<file path="src/rtl/delay_var.sv">
// delay_var: runtime-adjustable {valid,data} delay line with stall, flush and fill tracking.
// Optional DELAY_VAR_OUT_REG_EN adds a registered output stage after the length mux.
module delay_var #(
  parameter  int DATA_WIDTH = 16,
  parameter  int MAX_LENGTH = 8,
  localparam int LEN_W      = $clog2(MAX_LENGTH + 1)
) (
  input  logic                  clk,
  input  logic                  rst,
  input  logic                  ce,
  input  logic                  flush,
  input  logic [LEN_W-1:0]      len_i,
  input  logic                  valid_i,
  input  logic [DATA_WIDTH-1:0] data_i,
  output logic                  valid_o,
  output logic [DATA_WIDTH-1:0] data_o,
  output logic                  fill_o,
  output logic [LEN_W-1:0]      len_o
);

  localparam int IDX_W = $clog2(MAX_LENGTH);

  typedef enum logic {FILL, RUN} state_t;

  state_t                  state;
  logic [LEN_W-1:0]        cnt;
  logic [LEN_W-1:0]        len_q;
  logic [LEN_W-1:0]        len_sat;
  logic [LEN_W-1:0]        last;
  logic                    restart;
  logic [IDX_W-1:0]        tap;
  logic [MAX_LENGTH-1:0]   v_q;
  logic [DATA_WIDTH-1:0]   d_q [MAX_LENGTH];
  logic                    mux_v;
  logic [DATA_WIDTH-1:0]   mux_d;

  always_comb begin
    len_sat = len_i;
    if (len_i == '0)
      len_sat = LEN_W'(1);
    else if (len_i > LEN_W'(MAX_LENGTH))
      len_sat = LEN_W'(MAX_LENGTH);
  end

  // A length change behaves exactly like a flush
  assign restart = flush | (len_sat != len_q);

  assign tap   = IDX_W'(len_q - LEN_W'(1));
  assign mux_v = v_q[tap];
  assign mux_d = d_q[tap];

`ifdef DELAY_VAR_OUT_REG_EN
  assign last = len_q;
`else
  assign last = len_q - LEN_W'(1);
`endif

  always_ff @(posedge clk) begin
    if (!rst) begin
      v_q <= '0;
      for (int k = 0; k < MAX_LENGTH; k++)
        d_q[k] <= '0;
    end else if (restart) begin
      v_q <= '0;
    end else if (ce) begin
      v_q    <= {v_q[MAX_LENGTH-2:0], valid_i};
      d_q[0] <= data_i;
      for (int k = 1; k < MAX_LENGTH; k++)
        d_q[k] <= d_q[k-1];
    end
  end

  always_ff @(posedge clk) begin
    if (!rst) begin
      state <= FILL;
      cnt   <= '0;
      len_q <= LEN_W'(MAX_LENGTH);
    end else begin
      len_q <= len_sat;
      if (restart) begin
        state <= FILL;
        cnt   <= '0;
      end else if (ce && state == FILL) begin
        cnt <= cnt + LEN_W'(1);
        if (cnt == last)
          state <= RUN;
      end
    end
  end

`ifdef DELAY_VAR_OUT_REG_EN
  logic                  vo_q;
  logic [DATA_WIDTH-1:0] do_q;

  always_ff @(posedge clk) begin
    if (!rst) begin
      vo_q <= 1'b0;
      do_q <= '0;
    end else if (restart) begin
      vo_q <= 1'b0;
    end else if (ce) begin
      vo_q <= mux_v;
      do_q <= mux_d;
    end
  end

  assign valid_o = vo_q;
  assign data_o  = do_q;
`else
  assign valid_o = mux_v;
  assign data_o  = mux_d;
`endif

  assign fill_o = (state == FILL);
  assign len_o  = len_q;

endmodule

</file>
<file path="config.mk">
export PLATFORM = sky130hd
export DESIGN_NAME = delay_var
export DESIGN_NICKNAME = d
export VERILOG_FILES = /design/src/rtl/delay_var.sv
export SDC_FILE = /design/constraint.sdc
export NUM_CORES = 1
export LEC_CHECK = 0
export ABC_AREA = 1
export ABC_CLOCK_PERIOD_IN_PS = 12800
export CAP_MARGIN = 30
export CELL_PAD_IN_SITES_DETAIL_PLACEMENT = 0
export CELL_PAD_IN_SITES_GLOBAL_PLACEMENT = 1
export CORE_MARGIN = 3
export CORE_UTILIZATION = 30
export CTS_CLUSTER_SIZE = 16
export DETAILED_ROUTE_END_ITERATION = 6
export GPL_TIMING_DRIVEN = 0
export PLACE_DENSITY_LB_ADDON = 0.1
export RECOVER_POWER = 100
export SLEW_MARGIN = 20
export SYNTH_ARGS = -nofsm -noshare
export SYNTH_HDL_FRONTEND = slang
export SYNTH_SLANG_ARGS = --single-unit
export TNS_END_PERCENT = 100
</file>
<file path="constraint.sdc">
create_clock -name clk -period 12.8 [get_ports clk]
set_input_delay 3.84 -clock clk [delete_from_list [all_inputs] [get_ports clk]]
set_output_delay 3.84 -clock clk [all_outputs]
set_load 0.02 [all_outputs]
</file>
==> impl_metrics.yaml <==
drt:
  avgRoutedWirePerCell_um: 15.5
  drtIter0Drc: 351
  ant_nets: 0
  vias: 4917
  dr.pass1.iters: 5
  drc: 0
  wl_um: 17400
  viasPerCell: 4.40
clock_tree:
  cts.sinks: 145
  clockBufferDepth: 2
  root_buffer: "clkbuf_16"
  cts_tree: "built"
  cts.repair.resized: 0
  cts_max_level: 4
  clock_latency_ns: 0.42
  cts_inserted_buffers: 17
  holdBufCountCts: 0
  post_cts_buffers: 0
  path_clk_slew_ns: 0.06
global_routing:
  grt_usage_pct: 14.0
  grt_pass1_wl_um: 27400
  antenna_found_initial: 0
  grt_overflow: 0
  grt_pass1_vias: 4938
  grt_max_degree: 49
power_and_ir_drop:
  p_leak_nw: 3.53
  vdd_drop_max_v: 0.0000926
  powerDensity_nw_per_um2: 147
  report.power.total_mw: 1.26
worst_setup_path:
  cp.required_ns: 12.78
  crit_type: "input pin to flop"
  start_kind: "input pin"
  cp.arrival_ns: 8.45
  endpoint_kind: "flop"
  crit_fanout: 48
synth:
  synth_xor_area_share_pct: 0.370
  syn_area_um2: 7100
  synth_area_per_cell_um2: 9.78
  synthMuxAreaShare_pct: 1.29
  yosysSeqAreaShare_pct: 58.9
  yosys_register_bits: 145
  synthSimpleGateAreaFrac_pct: 16.7
  synth_compound_gate_area_share_pct: 11.7
  synthAdderAreaFrac_pct: 0.353
  syn-num-nets: 753
  synthCells: 726
  yosysWarnings: 0
  synth_top_family_by_area: "simple AND/OR/NAND/NOR gates"
  ys_types: 26
sta:
  max_slew_margin_pct: -73.8
  fmax_mhz: 118
  finalCritPeriodShare_pct: 66.2
  tightest_slew_ns: 2.61
  finalSetupViolCount: 0
  fin_crit_ns: 8.47
  finalSetupTns_ns: 0
  rsz0062_at_grt: "no"
  hold_violations: 0
  maxSlewViolCount: 133
  finClkSkew_ns: 0.00920
placed_design:
  placed_cell_area_um2: 8000
  dp_hpwl_um: 12300
  dp_cells: 1086
  place.gp.congestion: 0.765
  portBuffers: 45
floorplan:
  start_util_pct: 31.0
  design.portCount: 47
  core-area_um2: 22900
  dieArea_um2: 25500
  fp.dieH_um: 160
  die_w_um: 160
  rows: 55
final_layout:
  fillers: 2316
  nets: 819
  final_common_cell: "inv_1"
  diodes: 0
  final_cell_mix: "144 x inv_1, 128 x edfxtp_1, 118 x nor2_1, 70 x o21ai_0, 61 x nand2_1"
  finish.utilization_pct: 37.4
  drive_above_1_share_pct: 9.44
  syn2layout_area_growth_pct: 20.6
  layout.cells.non_filler: 1118
  final_area_um2: 8560
outcome:
  failed_checks: "capacitance limit, slew limit"
  run_status: "finished with violations"
min_path:
  hold_class: "flop to flop"
run:
  cap_viol_max_count: 3
[cell families (layout without fill, tap and decap cells)]
logic type | after synthesis | in the layout
and+or+nand+nor | 229 | 229
buffers and inverters | 185 | 264
AOI/OAI and AO/OA | 153 | 153
DFF | 145 | 145
muxes | 9 | 9
xor gates and xnor gates | 3 | 3
adders and majority gates | 2 | 2
[worst paths after layout]
kind / depth (start not counted) / slack, ns / startpoint / endpoint
setup / recovery: 11 / 4.33 / len_i[3] / d_q[3][6]
hold / removal: 2 / 0.51 / state / state
setup reg to reg: 8 / 7.90 / len_o[0] / d_q[3][6]
hold reg to reg: 2 / 0.51 / state / state
[report_power, final]
part	leakage, nW	switching [mW]	total [mW]	internal (mW)
Sequential	1.47	0.00904	0.548	0.539
Combinational	1.74	0.0875	0.133	0.0456
Clock	0.324	0.213	0.581	0.369
Total	3.53	0.309	1.26	0.953
[synthesized netlist by cell type]
library cell  count  share of area, %
mux2i_1           8               1.1
o21ai_0          70               4.9
clkbuf_1         24               1.3
nand3_2           1              0.14
xor2_1            3              0.37
buf_2             8              0.56
buf_8             4              0.85
nand2_1          61               3.2
mux2_2            1              0.16
ha_1              2              0.35
nor2_1          117               6.2
nand3b_1          1              0.11
dfxtp_1          17               4.8
o22ai_1          18               1.6
nor2_2            1             0.088
a21o_1           16               1.7
inv_1           142               7.5
nand3_1           7              0.49
nand4_1           1             0.088
o21bai_1          1              0.11
inv_2             2              0.11
buf_6             1              0.16
edfxtp_1        128                54
a21oi_1          48               3.4
buf_1             4              0.21
nor2_4           40               6.3
[worst max-delay path: stages]
cell and delay, ns:
dlygate4sd3_1 0.58, inv_1 0.20, nand2_1 0.09, nand2_1 0.07, nand2_1 0.04, inv_1 0.04
nand3_1 0.06, nor2_1 0.19, nand2_1 0.07, nand2_1 1.27, clkbuf_1 1.93
[metrics by stage]
step	hold WS, ns	setup WS, ns
global route	0.526	3.67
floorplan	0.462	5.14
CTS	0.508	4.76
global placement	0.491	3.05
finish	0.507	4.33
detailed placement	0.497	5.23
[sequential cells by signal, indices dropped and copies added, names as in the netlist]
| signal | flops |
|---|---|
| len_o | 4 |
| d_q | 128 |
| v_q | 8 |
| state | 1 |
| cnt | 4 |
[layer usage]
| layer | routed length, um | part of all wire, % | up-vias | track usage (%) |
|---|---|---|---|---|
| met3 | 645 | 3.7 | 10 | 3.16 |
| li1 | - | - | 2470 | - |
| met1 | 8260 | 47 | 2336 | 18.5 |
| met2 | 8310 | 48 | 101 | 23.3 |
| met4 | 174 | 1.0 | 0 | 3.55 |
| met5 | 0 | 0 | - | 0 |
[final cells by class]
class | instances | area [um2] | area share [%]
sequential | 145 | 4180 | 48.9
clock buffer | 17 | 425 | 4.97
multi-input combinational | 396 | 2150 | 25.1
buffer | 41 | 159 | 1.86
tap | 313 | 392 | 4.57
inverter | 144 | 541 | 6.31
clock inverter | 15 | 254 | 2.97
timing repair buffer | 47 | 458 | 5.35
Note: power is estimated with default switching activity, not from simulation.
